File: config.mk
export PLATFORM = sky130hd
export DESIGN_NAME = mem_wb_stage
export DESIGN_NICKNAME = d
export VERILOG_FILES = /design/src/rtl/mem_wb_stage.sv
export SDC_FILE = /design/constraint.sdc
export NUM_CORES = 1
export LEC_CHECK = 0
export ABC_CLOCK_PERIOD_IN_PS = 3400
export CORE_MARGIN = 1
export CORE_UTILIZATION = 40
export DETAILED_ROUTE_END_ITERATION = 12
export PLACE_DENSITY = 0.85
export SYNTH_ARGS = -nofsm -noshare
export SYNTH_HDL_FRONTEND = slang
export SYNTH_SLANG_ARGS = --single-unit
File: constraint.sdc
create_clock -name clk -period 3.4 [get_ports clk]
set_input_delay 0.51 -clock clk [delete_from_list [all_inputs] [get_ports clk]]
set_output_delay 0.51 -clock clk [all_outputs]
set_load 0.01 [all_outputs]
File: src/rtl/mem_wb_stage.sv
// MEM->WB pipeline register with load alignment/extension, load-wait stalling,
// misaligned-load detection and a sticky memory-timeout flag.
module mem_wb_stage #(
  parameter int TIMEOUT = 15
) (
  input  logic        clk,
  input  logic        rst_n,
  input  logic        m_valid,
  input  logic [31:0] m_alu,
  input  logic [31:0] m_rdata,
  input  logic        m_rvalid,
  input  logic [31:0] m_pc4,
  input  logic [31:0] m_imm,
  input  logic [1:0]  m_wbsel,
  input  logic        m_regwr,
  input  logic [4:0]  m_rd,
  input  logic [1:0]  m_lsize,
  input  logic        m_lunsigned,
  input  logic        hold,
  input  logic        flush,
  output logic        mem_stall,
  output logic [31:0] wb_a,
  output logic [31:0] wb_b,
  output logic [31:0] wb_c,
  output logic [31:0] wb_d,
  output logic [1:0]  wb_sel,
  output logic        wb_regwr,
  output logic [4:0]  wb_rd,
  output logic        wb_valid,
  output logic        misalign,
  output logic        mem_timeout
);

  localparam logic [7:0] TIMEOUT_CNT = 8'(TIMEOUT);

  logic [7:0]  wait_cnt;
  logic [7:0]  wait_inc;
  logic [1:0]  off;
  logic [7:0]  lane [0:3];
  logic [7:0]  byte_sel;
  logic [15:0] half_sel;
  logic [31:0] load_data;
  logic        is_load;
  logic        misaligned;
  logic        bad_load;
  logic        wr_ok;

  assign off = m_alu[1:0];

  generate
    for (genvar gi = 0; gi < 4; gi++) begin : g_lane
      assign lane[gi] = m_rdata[8*gi +: 8];
    end
  endgenerate

  always_comb begin
    byte_sel  = lane[off];
    half_sel  = off[1] ? m_rdata[31:16] : m_rdata[15:0];
    load_data = m_rdata;
    case (m_lsize)
      2'b10:   load_data = {{24{~m_lunsigned & byte_sel[7]}}, byte_sel};
      2'b01:   load_data = {{16{~m_lunsigned & half_sel[15]}}, half_sel};
      default: load_data = m_rdata;
    endcase
  end

  // Reserved size 11 is checked like a word access.
  always_comb begin
    misaligned = 1'b0;
    case (m_lsize)
      2'b10:   misaligned = 1'b0;
      2'b01:   misaligned = off[0];
      default: misaligned = (off != 2'b00);
    endcase
  end

  assign is_load   = m_valid & (m_wbsel == 2'b01);
  assign bad_load  = is_load & misaligned;
  assign mem_stall = is_load & ~m_rvalid & ~flush;
  assign wr_ok     = m_valid & m_regwr & (m_rd != 5'd0) & ~bad_load;
  assign wait_inc  = (wait_cnt == 8'hFF) ? wait_cnt : wait_cnt + 8'd1;

  always_ff @(posedge clk or negedge rst_n) begin
    if (!rst_n) begin
      wb_a        <= '0;
      wb_b        <= '0;
      wb_c        <= '0;
      wb_d        <= '0;
      wb_sel      <= '0;
      wb_rd       <= '0;
      wb_regwr    <= 1'b0;
      wb_valid    <= 1'b0;
      misalign    <= 1'b0;
      mem_timeout <= 1'b0;
      wait_cnt    <= '0;
    end else if (flush) begin
      wb_valid <= 1'b0;
      wb_regwr <= 1'b0;
      misalign <= 1'b0;
    end else if (hold) begin
      misalign <= 1'b0;
    end else if (mem_stall) begin
      // Bubble into WB while the read data is outstanding.
      wb_valid <= 1'b0;
      wb_regwr <= 1'b0;
      misalign <= 1'b0;
      wait_cnt <= wait_inc;
      if (wait_inc >= TIMEOUT_CNT) begin
        mem_timeout <= 1'b1;
      end
    end else begin
      wb_a     <= m_alu;
      wb_b     <= bad_load ? m_rdata : load_data;
      wb_c     <= m_pc4;
      wb_d     <= m_imm;
      wb_sel   <= m_wbsel;
      wb_rd    <= m_rd;
      wb_valid <= m_valid;
      wb_regwr <= wr_ok;
      misalign <= bad_load;
      wait_cnt <= '0;
    end
  end

endmodule

==> Word level (Yosys, flattened, before mapping) <==
Cells that the tools add are included.
Widths: inputs -> output; s select.
{ "totals": {"reg_bits": 147, "output_inout_bits": 140, "mem_bits_ro": 0, "mem_bits_rw": 0, "mem_count": 0, "latchBits": 0} }
{ "op_classes": {"n_mux": 18, "n_div": 0, "n_mul": 0, "bitwise_logic": 16, "add_sub_neg": 1, "n_eq_ne": 5, "n_reduce_logical": 5, "n_lt_le_gt_ge": 2, "n_shift": 0} }
{ "ops": {"columns": ["operator", "count"], "rows": [
  ["$pmux 32 s2", 1],
  ["$mux 32", 1],
  ["$mux 8", 4],
  ["$bmux 8 s2", 1],
  ["$mux 16", 1],
  ["$and 1x1->1", 9],
  ["$mux 1", 9],
  ["$add 8x1->8 const B", 1],
  ["$eq 8x8->1 const B", 1],
  ["$ge 8x4->1 const B", 1],
  ["$not 1->1", 6],
  ["$reduce_bool 5->1", 1],
  ["$eq 2x1->1 const B", 2],
  ["$reduce_and 4->1", 1],
  ["$ge 3x3->1 const B", 1],
  ["$not 2->3", 1],
  ["$reduce_and 3->1", 1],
  ["$eq 2x2->1 const B", 1],
  ["$ne 2x1->1 const B", 1],
  ["$pmux 1 s2", 1],
  ["$reduce_and 2->1", 1],
  ["$reduce_bool 2->1", 1]
]} }

==> Depth between registers and ports, before layout <==
Gate-level depths: netlist of the first run.
{ "logic_depth": {"ltp_word": 8, "ltp_mapped": 8, "depth_no_buf": 6} }

==> Least setup slack after synthesis of the first run <==
No wires, ideal clock.
{ "synth_path": {"path_kind": "input-to-reg", "from": "input port m_lsize[1]", "to": "register wb_b[21]", "path_buffers": 2, "path_stages": 8, "slack_ns": 1.341, "t_arrival_ns": 1.995, "setup_time_ns": 0.064, "path_cell_list": "inv_1 > ha_1 > buf_6 > and2_1 > a21o_1 > a2111oi_4 > buf_6 > a221o_2"} }
{ "synth_between": {"elab_chain_cells": 4, "word_cells_on_any_way": 6, "classes_between": "eq/ne: 2; mux: 3; bitwise: 1"} }
{ "synth_lines": {"columns": ["element", "line", "text"], "rows": [
  ["from (decl)", "17", "input logic [1:0] m_lsize,"],
  ["$eq 2x1->1 / $eq 2x2->1 (equally long branches)", "60, 70", null],
  ["$pmux 1 s2", "70", "case (m_lsize)"],
  ["$and 1x1->1", "78", "assign bad_load = is_load & misaligned;"],
  ["$mux 32 (*)", "113", "wb_b <= bad_load ? m_rdata : load_data;"],
  ["to (signal assigned)", "113", null],
  ["to (decl)", "23", "output logic [31:0] wb_b,"]
]} }
Mark *: on every way between the ends. The rest lies on a longest branch, timed or not.
A chain may end at the register's enable or synchronous reset.

==> Worst setup path after layout of the first run <==
{ "layout_path": {"from": "input port m_valid", "to": "output port mem_stall"} }
{ "layout_between": {"elab_chain_cells": 3} }
{ "layout_lines": {"columns": ["element", "line", "text"], "rows": [
  ["from (decl)", "8", "input logic m_valid,"],
  ["$and 1x1->1", "77", "assign is_load = m_valid & (m_wbsel == 2'b01);"],
  ["$and 1x1->1 (2 in series)", "79", "assign mem_stall = is_load & ~m_rvalid & ~flush;"],
  ["to (decl)", "21", "output logic mem_stall,"]
]} }
No other way between the ends.

==> results of run 1 <==
-- registers in the layout, indices dropped and copies added (netlist names) --
signal	cells
wb_regwr	1
wb_rd	5
wb_d	32
wb_sel	2
wb_c	32
wait_cnt	8
misalign	1
wb_b	32
mem_timeout	1
wb_a	32
wb_valid	1
-- Yosys cell counts (3+ instances only) --
library cell / count / area (sq um)
nand2_1: 335 / 1260
dfrtp_1: 147 / 3680
clkbuf_1: 30 / 113
o21ai_0: 29 / 145
a21oi_1: 19 / 95.1
a211oi_1: 15 / 113
nand2b_1: 14 / 87.6
buf_2: 13 / 65.1
inv_1: 11 / 41.3
nand3_1: 11 / 55.1
a221o_2: 10 / 113
a31o_2: 10 / 87.6
mux2_2: 8 / 90.1
a22o_1: 7 / 61.3
o31ai_1: 7 / 52.6
a221o_1: 6 / 60.1
nor2_1: 4 / 15.0
buf_6: 3 / 33.8
ha_1: 3 / 37.5
-- final cells by class --
cell class / instances / area (sq um) / area share [%]
clock buffers: 21 / 460 / 4.51
well taps: 216 / 270 / 2.64
multi-input cells: 519 / 2630 / 25.7
repair buffers: 298 / 2990 / 29.2
inverters: 11 / 41.3 / 0.404
flip-flops and latches: 147 / 3680 / 36.0
clock inverters: 11 / 151 / 1.48
-- how the worst min path moves through the flow --
stage / cells past startpoint / slack [ns] / from / endpoint
2_1_floorplan: 0 / 0.21 / rst_n / mem_timeout
3_3_place_gp: 2 / 0.46 / wb_c[22] / wb_c[22]
3_5_place_dp: 2 / 0.46 / wb_c[14] / wb_c[14]
4_1_cts: 1 / 0.15 / rst_n / wb_b[4]
5_1_grt: 1 / 0.18 / rst_n / wb_b[30]
6_report: 1 / 0.12 / rst_n / wb_b[4]
-- power by group through the flow --
stage	clock network [uW]	logic, uW	registers, uW
finish	1930	1260	2120
global route	2040	1360	2140
CTS	1970	1270	2120
detailed placement	0	1260	2140
global placement	0	1230	2130
floorplan	0	337	2250
-- worst max-delay path: stages --
cell	delay [ns]
clkdlybuf4s50_1	0.57
nand4bb_1	0.44
nor2_1	0.22
clkdlybuf4s50_1	0.58
-- cell families (layout without fill, tap and decap cells) --
group,count (synthesis),count (layout),synth area share [%]
AOI/OAI and AO/OA,116,116,13.0
adders and majority gates,3,3,0.572
muxes,10,10,1.87
and+or+nand+nor,387,387,24.1
buffers and inverters,59,341,4.08
DFF,147,147,56.0
xor gates and xnor gates,3,3,0.400
-- layer usage --
layer  vias to the layer above  routed length, um  track usage, %
li1                       2936                  -               -
met4                         0                554            10.9
met1                      2945               7980            28.9
met3                        43               1620            6.85
met2                       284               9790            38.7
met5                         -                  0               0
-- per-stage QoR --
stage | setup slack [ns] | total power [uW] | instance area, sq um | std cells | hold WS (ns)
after floorplan | 1.34 | 2580 | 6570 | 725 | 0.214
after global placement | 0.554 | 3370 | 9610 | 1191 | 0.456
after detailed placement | 0.470 | 3410 | 9610 | 1191 | 0.461
after CTS | 0.596 | 5350 | 10200 | 1223 | 0.154
after global routing | 0.442 | 5550 | 10200 | 1223 | 0.182
final | 0.563 | 5310 | 10200 | 1223 | 0.121
==> metrics.md, run 1 <==
| Metric | Value |
|---|---|
| Reg2reg setup slack | 1.55 ns |
| Synth Register Bits | 147 |
| Global Route Usage Sum | 23.7% |
| Longest Clk Path Bufs | 2 |
| RSZ-0062 raised after global routing | no |
| Wirelength per Cell | 16.3 um |
| CTS tree | built |
| Peak VDD IR | 0.338 mV |
| Die area | 16,900 sq um |
| Final Util | 64.1% |
| Num CTS Buffers | 17 |
| GPL Wtd Cong | 0.874 |
| Worst hold path type | primary input to asynchronous set/reset pin |
| Area delta synth->final | 55.6% |
| P_leak | 0.00470 uW |
| Worst skew pair latency | 0.42 ns |
| Commonest non-fill, non-tap cell in the layout | nand2_1 |
| Mapped cell area | 6570 sq um |
| P_sw | 1420 uW |
| # hold bufs at CTS | 0 |
| Period utilisation layout | 83.4% |
| Status | finished clean |
| Ys flop type | dfrtp_1 |
| Worst reg2reg endpoint | wait_cnt[2] |
| Row cnt | 46 |
| Vias/cell | 5.08 |
| Post-synth cell types | 51 |
| Ys Warns | 0 |
| Crit start category | primary input |
| DRT Wirelength | 19.9 mm |
| Critical Path End | mem_stall |
| Core Box Area | 15,900 sq um |
| Switching part of the total power | 26.7% |
| Net Count, Synth | 873 |
| First drt pass iteration count | 5 |
| Ys async rst share | 100% |
| Setup TNS | 0 ns |
| Hold Vio Cnt, Final | 0 |
| Worst endpoint data arrival time | 2.33 ns |
| Max frequency | 0.352 GHz |
| IO Count | 285 |
| DPL Wire Length | 14.1 mm |
| Layout fillers | 1,314 |
| Final Max Slew Viols | 0 |
| Sequential cell fraction of total power | 39.9% |
| Max cap viols | 0 |
| Root Buffer | clkbuf_16 |
| Number of post-CTS setup repair buffers | 0 |
| PwrDens | 519 nW/um^2 |
| Start point of the critical path | m_valid |
| Die width | 130 um |
| DRC viols | 0 |
| Antenna violations before repair | 0 |
| Critical Path RT | 2.89 ns |
| EDFF count, synth | 0 |
| Int Power | 3890 uW |
| Vias in the first global route | 6,015 |
| Worst R2R Path Depth | 5 |
| Final min period | 2.84 ns |
| Cells after Synth | 725 |
| Worst-path clk slew | 0.06 ns |
| Antenna cells | 0 |
| 1st-iter DRT viols | 388 |
| Combinational share of power | 23.7% |
| Initial Utilization | 41.2% |
| Biggest fanout along the worst timing path | 9 |
| Share of cells above drive strength 1 | 8.04% |
| CTS H-Tree Depth | 4 |
| Vias | 6,208 |
| Antenna Nets Post-Route | 0 |
| Actual slew at the worst max-slew pin | 1.03 ns |
| Seq/Total Area, Yosys | 56.0% |
| Crit end category | output pin |
| Clock power frac | 36.4% |
| Syn avg cell area | 9.06 sq um |
| First-pass GRT wire length | 30.9 mm |
| Maximum number of pins on one net before global-route repair | 108 |
| DIE HEIGHT | 130 um |
| Resize count post-CTS | 0 |
| WS Path Type | primary input to output pin |
| Grt ovf | 0 |
| Endpoints failing setup | 0 |
| Clock Skews | 0.00231 ns |
| Input/output buffers | 284 |
| Most frequent cells in the layout | nand2_1 (335), clkdlybuf4s50_1 (283), dfrtp_1 (147) |
| Fin nets | 1,142 |
| Slew HR | 30.8% |
| TritonCTS Sinks | 147 |
| Reg2reg start | wait_cnt[0] |
No activity file was read; power rests on OpenSTA's default activity.
==> run 2, diff against run 1 <==
==> config.mk (replaced) <==
export PLATFORM = sky130hd
export DESIGN_NAME = mem_wb_stage
export DESIGN_NICKNAME = d
export VERILOG_FILES = /design/src/rtl/mem_wb_stage.sv
export SDC_FILE = /design/constraint.sdc
export NUM_CORES = 1
export LEC_CHECK = 0
export ABC_CLOCK_PERIOD_IN_PS = 2400
export CORE_MARGIN = 1
export CORE_UTILIZATION = 38
export DETAILED_ROUTE_END_ITERATION = 12
export PLACE_DENSITY = 0.84
export SYNTH_ARGS = -nofsm -noshare
export SYNTH_HDL_FRONTEND = slang
export SYNTH_SLANG_ARGS = --single-unit
==> constraint.sdc (replaced) <==
create_clock -name clk -period 2.4 [get_ports clk]
set_input_delay 0.36 -clock clk [delete_from_list [all_inputs] [get_ports clk]]
set_output_delay 0.36 -clock clk [all_outputs]
set_load 0.01 [all_outputs]
==> metrics.md, run 2 (synthesis gave the netlist of run 1 again) <==
| Metric | Value |
|---|---|
| DIE HEIGHT | 133 um (+2.6%) |
| Global Route Usage Sum | 22.1% (-1.6 points) |
| Slew HR | 29.1% (-1.7 points) |
| WS Path Type | primary input to output pin |
| Vias/cell | 5.00 (-1.5%) |
| Antenna Nets Post-Route | 0 (unchanged) |
| Antenna cells | 0 (unchanged) |
| Area delta synth->final | 57.8% |
| P_leak | 0.00478 uW (+1.9%) |
| Wirelength per Cell | 15.6 um (-4.1%) |
| Final worst slack | 0.0954 ns (-0.468 ns) |
| First drt pass iteration count | 5 (unchanged) |
| Root Buffer | clkbuf_16 |
| CP peak stage delay | 0.59 ns (about the same) |
| Max cap viols | 0 (unchanged) |
| Slowest CP cell | clkdlybuf4s50_1 |
| Total power | 7490 uW (+41%) |
| Die width | 133 um (+2.6%) |
| Most frequent cells in the layout | nand2_1 (335), clkdlybuf4s50_1 (283), dfrtp_1 (147) |
| CTS H-Tree Depth | 4 (unchanged) |
| Actual slew at the worst max-slew pin | 1.06 ns (+0.0248 ns) |
| Vias | 6,207 (-0.016%) |
| DPL Wire Length | 13.9 mm (-1.0%) |
| Final Max Slew Viols | 0 (unchanged) |
| Maximum number of pins on one net before global-route repair | 102 (-5.6%) |
| TritonCTS Sinks | 147 (unchanged) |
| RSZ-0062 raised after global routing | no |
| Non-Filler Instances | 1,241 (+1.5%) |
| Die area | 17,800 sq um (+5.2%) |
| Commonest non-fill, non-tap cell in the layout | nand2_1 |
| Initial Utilization | 39.3% (-1.9 points) |
| Grt ovf | 0 (unchanged) |
| CP bufs+invs | 2 (unchanged) |
| Endpoints failing setup | 0 (unchanged) |
| CTS tree | built |
| Vias in the first global route | 6,175 (+2.7%) |
| Number of post-CTS setup repair buffers | 0 (unchanged) |
| Crit end category | output pin |
| # hold bufs at CTS | 1 (+1) |
| DRC viols | 0 (unchanged) |
| Status | finished clean |
| Final Util | 62.1% (-2.0 points) |
| 1st-iter DRT viols | 484 (+25%) |
| First-pass GRT wire length | 31.1 mm (+0.53%) |
| Num CTS Buffers | 17 (unchanged) |
| Share of cells above drive strength 1 | 9.30% (+1.3 points) |
| Longest Clk Path Bufs | 2 (unchanged) |
| IO Count | 285 (unchanged) |
| Peak VDD IR | 0.431 mV (+27%) |
| Final min period | 2.30 ns |
| Worst endpoint data arrival time | 1.94 ns (-0.39 ns) |
| Core Box Area | 16,700 sq um (+4.8%) |
| Period utilisation layout | 96.0% |
| CP Cell Sequence | clkdlybuf4s50_1 > nand4bb_1 > nor2_1 > clkdlybuf4s50_1 |
| GPL Wtd Cong | 0.844 (-3.5%) |
| Crit start category | primary input |
| Clock Skews | 0.00739 ns (+0.00508 ns) |
| Hold Vio Cnt, Final | 0 (unchanged) |
| Max frequency | 0.434 GHz |
| Antenna violations before repair | 0 (unchanged) |
| Fin nets | 1,156 (+1.2%) |
| Worst-path clk slew | 0.06 ns (about the same) |
| DRT Wirelength | 19.4 mm (-2.7%) |
| Worst hold path type | primary input to asynchronous set/reset pin |
| PwrDens | 723 nW/um^2 (+39%) |
| Critical path's most frequent cell | clkdlybuf4s50_1 |
| Crit path max-delay family | buffers and inverters |
| Biggest fanout along the worst timing path | 5 (-4) |
| Input/output buffers | 284 (unchanged) |
| Row cnt | 47 (+2.2%) |
| Placed instance count | 1,208 (+1.4%) |
| DP Area | 9760 sq um (+1.6%) |
| Worst skew pair latency | 0.42 ns (about the same) |
| Resize count post-CTS | 0 (unchanged) |
| Critical Path RT | 2.04 ns (-0.85 ns) |
| Pre-CTS setup slack | -0.158 ns (-0.628 ns) |
| Finished Cell Area | 10,400 sq um (+1.4%) |
-- run 2: cell count changes in the layout (fill, tap and decap cells not counted), sizes merged --
| cell | before | now |
|---|---|---|
| buf | 15 | 28 |
| bufinv | 3 | 2 |
| inv | 13 | 19 |
| clkinv | 2 | 3 |
| clkinvlp | 4 | 1 |
| dlygate4sd3 | 0 | 1 |
| clkbuf | 21 | 18 |
-- run 2: worst reg2reg max path, cell delays in order (launching register included) --
cell	delay [ns]
dfrtp_1	0.46
ha_1	0.28
nand3_1	0.12
or3_1	0.47
a31o_2	0.28
a21oi_1	0.13
-- run 2: final timing paths --
check | depth (start not counted) | start | slack (ns) | end
max in group asynchronous | 3 | rst_n | 1.31 | wb_a[27]
setup / recovery | 4 | m_wbsel[0] | 0.1 | mem_stall
min in group clk | 3 | m_imm[12] | 0.46 | wb_d[12]
hold reg to reg | 2 | wb_c[9] | 0.47 | wb_c[9]
hold / removal | 2 | rst_n | 0.44 | wb_b[4]
setup reg to reg | 5 | wait_cnt[0] | 0.60 | wait_cnt[4]
-- run 2: where the power goes --
| group | internal (uW) | switching [uW] | total, uW | leakage, uW |
|---|---|---|---|---|
| combinational | 1020 | 780 | 1800 | 0.00264 |
| sequential | 2810 | 181 | 2990 | 0.00185 |
| clock | 1570 | 1140 | 2700 | 0.000291 |
-- run 2: stage by stage --
stage	setup TNS [ns]	hold slack, ns
global placement	-0.519	0.320
floorplan	0	0.0644
CTS	0	0.438
global route	0	0.452
finish	0	0.441
detailed placement	-2.28	0.326
-- run 2: final cells by class --
type	instances	area (sq um)
clock buffers	18	429
well taps	220	275
fillers	1399	6340
multi-input cells	519	2630
repair buffers	312	3140
inverters	11	41.3
flip-flops and latches	147	3680
clock inverters	14	165
-- run 2: per-layer routing --
layer	share of wire, %	vias to the layer above	GRT usage, %
met3	7.5	47	6.32
met4	2.9	0	8.40
met1	42	2922	28.3
met5	0	-	0
li1	-	2976	-
met2	48	262	35.2
==> run 3, diff against run 2 <==
--- a/config.mk
+++ b/config.mk
@@ -6,9 +6,10 @@
 export NUM_CORES = 1
 export LEC_CHECK = 0
 export ABC_CLOCK_PERIOD_IN_PS = 2400
-export CORE_MARGIN = 1
+export CORE_MARGIN = 8
 export CORE_UTILIZATION = 38
 export DETAILED_ROUTE_END_ITERATION = 12
+export MAX_ROUTING_LAYER = met4
 export PLACE_DENSITY = 0.84
 export SYNTH_ARGS = -nofsm -noshare
 export SYNTH_HDL_FRONTEND = slang
==> metrics.md, run 3 (synthesis gave the netlist of run 1 again) <==
| Metric | Value |
|---|---|
| Status | finished clean |
| Slew HR | 30.5% (+1.4 points) |
| DRC viols | 0 (unchanged) |
| Vias/cell | 5.02 (+0.35%) |
| Global Route Usage Sum | 20.7% (-1.4 points) |
| Period utilisation layout | 97.3% (+1.2 points) |
| Worst-path clk slew | 0.07 ns (about the same) |
| Worst endpoint data arrival time | 1.97 ns (+0.03 ns) |
| First drt pass iteration count | 6 (+1) |
| Wirelength per Cell | 17.7 um (+13%) |
| Max frequency | 0.428 GHz (-1.3%) |
| Int Power | 5690 uW (+5.4%) |
| Final Max Slew Viols | 0 (unchanged) |
| Resize count post-CTS | 0 (unchanged) |
| Slowest CP cell | clkdlybuf4s50_1 |
| Die width | 147 um (+10%) |
| Most frequent cells in the layout | nand2_1 (335), clkdlybuf4s50_1 (283), dfrtp_1 (147) |
| Final min period | 2.33 ns (+0.0295 ns) |
| Multi-input gate area | 2630 sq um (unchanged) |
| Crit end category | output pin |
| DPL Wire Length | 16.0 mm (+15%) |
| DP Area | 9710 sq um (-0.55%) |
| Critical path's most frequent cell | clkdlybuf4s50_1 |
| Worst Hold Depth | 3 |
| Antenna Nets Post-Route | 0 (unchanged) |
| First-pass GRT wire length | 34.8 mm (+12%) |
| Hold Vio Cnt, Final | 0 (unchanged) |
| Fin nets | 1,154 (-0.17%) |
| CTS H-Tree Depth | 4 (unchanged) |
| GPL Wtd Cong | 0.868 (+2.9%) |
| PwrDens | 751 nW/um^2 (+3.8%) |
| Critical Path RT | 2.04 ns (about the same) |
| Combinational share of power | 23.4% (-0.6 points) |
| Worst skew pair latency | 0.41 ns (about the same) |
| Max cap viols | 0 (unchanged) |
| P_sw | 2100 uW (+0.37%) |
| CP Depth | 4 (unchanged) |
| Row cnt | 48 (+2.1%) |
| Initial Utilization | 38.4% (-0.95 points) |
| TritonCTS Sinks | 147 (unchanged) |
| DIE HEIGHT | 147 um (+10%) |
| Biggest fanout along the worst timing path | 6 (+1) |
| CP peak stage delay | 0.61 ns (+0.02 ns) |
| CP Cell Sequence | clkdlybuf4s50_1 > nand4bb_1 > nor2_1 > clkdlybuf4s50_1 |
| Grt ovf | 0 (unchanged) |
| P_leak | 0.00478 uW (about the same) |
| Total power | 7790 uW (+4.0%) |
| Peak VDD IR | 0.470 mV (+9.1%) |
| Switching part of the total power | 27.0% (-0.97 points) |
| CP bufs+invs | 2 (unchanged) |
| Area delta synth->final | 58.1% |
| 1st-iter DRT viols | 407 (-16%) |
| RSZ-0062 raised after global routing | no |
| WS Path Type | primary input to output pin |
| Input/output buffers | 284 (unchanged) |
| Clock power frac | 38.2% (+2.1 points) |
| Endpoints failing setup | 0 (unchanged) |
| Maximum number of pins on one net before global-route repair | 81 (-21%) |
| Die area | 21,700 sq um (+22%) |
| Crit path max-delay family | buffers and inverters |
| Sequential cell fraction of total power | 38.4% (-1.5 points) |
| DRT Wirelength | 22.0 mm (+13%) |
| IO Count | 285 (unchanged) |
| Commonest non-fill, non-tap cell in the layout | nand2_1 |
| CTS tree | built |
| Worst hold path type | primary input to flop |
| Num CTS Buffers | 17 (unchanged) |
| Finished Cell Area | 10,400 sq um (+0.16%) |
| Vias | 6,249 (+0.68%) |
| Crit start category | primary input |
| Actual slew at the worst max-slew pin | 1.04 ns (-0.0211 ns) |
| Layout fillers | 1,414 (+1.1%) |
| Root Buffer | clkbuf_16 |
| Vias in the first global route | 6,354 (+2.9%) |
| Worst R2R Path Depth | 5 (unchanged) |
| Antenna violations before repair | 1 (+1) |
| Share of cells above drive strength 1 | 9.13% (-0.18 points) |
| Core Box Area | 17,100 sq um (+2.5%) |
| Clock Skews | 0.00337 ns (-0.00401 ns) |
| Longest Clk Path Bufs | 2 (unchanged) |
| FF/Latch Area | 3680 sq um (unchanged) |
==> run 3: cell types whose count changed in the layout (fill, tap and decap cells not counted), sizes merged <==
cell      delta
diode        +1
inv          -4
buf          -2
bufinv       +3
clkinvlp     +1
==> run 3: area by class of cell <==
| type | count | share of cell area (%) |
|---|---|---|
| flip-flops and latches | 147 | 35.4 |
| well taps | 225 | 2.71 |
| diodes | 1 | 0.0241 |
| repair buffers | 310 | 29.8 |
| inverters | 11 | 0.398 |
| clock buffers | 18 | 4.13 |
| multi-input cells | 519 | 25.3 |
| clock inverters | 14 | 2.17 |
==> run 3: power by group through the flow <==
| stage | combinational (uW) | clock, uW | sequential, uW |
|---|---|---|---|
| floorplan | 478 | 0 | 3180 |
| finish | 1820 | 2980 | 2990 |
| global placement | 1800 | 0 | 3020 |
| detailed placement | 1830 | 0 | 3030 |
| global route | 1960 | 3150 | 3030 |
| CTS | 1840 | 3020 | 3000 |
==> run 3: metrics by stage <==
stage | hold WS (ns) | setup slack [ns] | setup TNS, ns | util, % | cells
after floorplan | 0.0644 | 0.491 | 0 | - | 725
after global placement | 0.368 | -0.0194 | -0.189 | 56.7 | 1210
after detailed placement | 0.377 | -0.0847 | -1.16 | 56.7 | 1210
after CTS | 0.446 | 0.00543 | 0 | 60.6 | 1243
after global routing | 0.451 | 0.0248 | 0 | 60.6 | 1245
final | 0.459 | 0.0658 | 0 | 60.6 | 1245
==> run 3: path summary, 6_finish.rpt <==
| kind | start | endpoint | slack (ns) |
|---|---|---|---|
| setup reg to reg | wait_cnt[0] | wait_cnt[2] | 0.45 |
| min in group asynchronous | rst_n | wb_b[22] | 0.48 |
| hold reg to reg | wb_d[25] | wb_d[25] | 0.47 |
| max in group asynchronous | rst_n | wb_a[19] | 1.25 |
| hold / removal | m_alu[9] | wb_a[9] | 0.46 |
| setup / recovery | m_valid | mem_stall | 0.07 |
==> run 3: timing repair <==
item / in CTS / in global routing
endpoints found under the setup margin: 0 / 1
buffers inserted: 0 / 1
endpoints found under the hold margin: 52 / 0
hold buffers: 1 / 0
==> run 3: tightest hold or removal path: stages <==
cell and delay, ns:
clkdlybuf4s50_1 0.39, nand2_1 0.06, nand2_1 0.04
==> run 3: per-layer routing <==
metal | up-vias | GRT usage (%) | wire, um | part of all wire, %
met5 | - | - | 0 | 0
met4 | 0 | 7.75 | 522 | 2.4
met2 | 245 | 32.6 | 10800 | 49
met3 | 32 | 5.07 | 1350 | 6.1
li1 | 2961 | - | - | -
met1 | 3011 | 25.3 | 9350 | 42
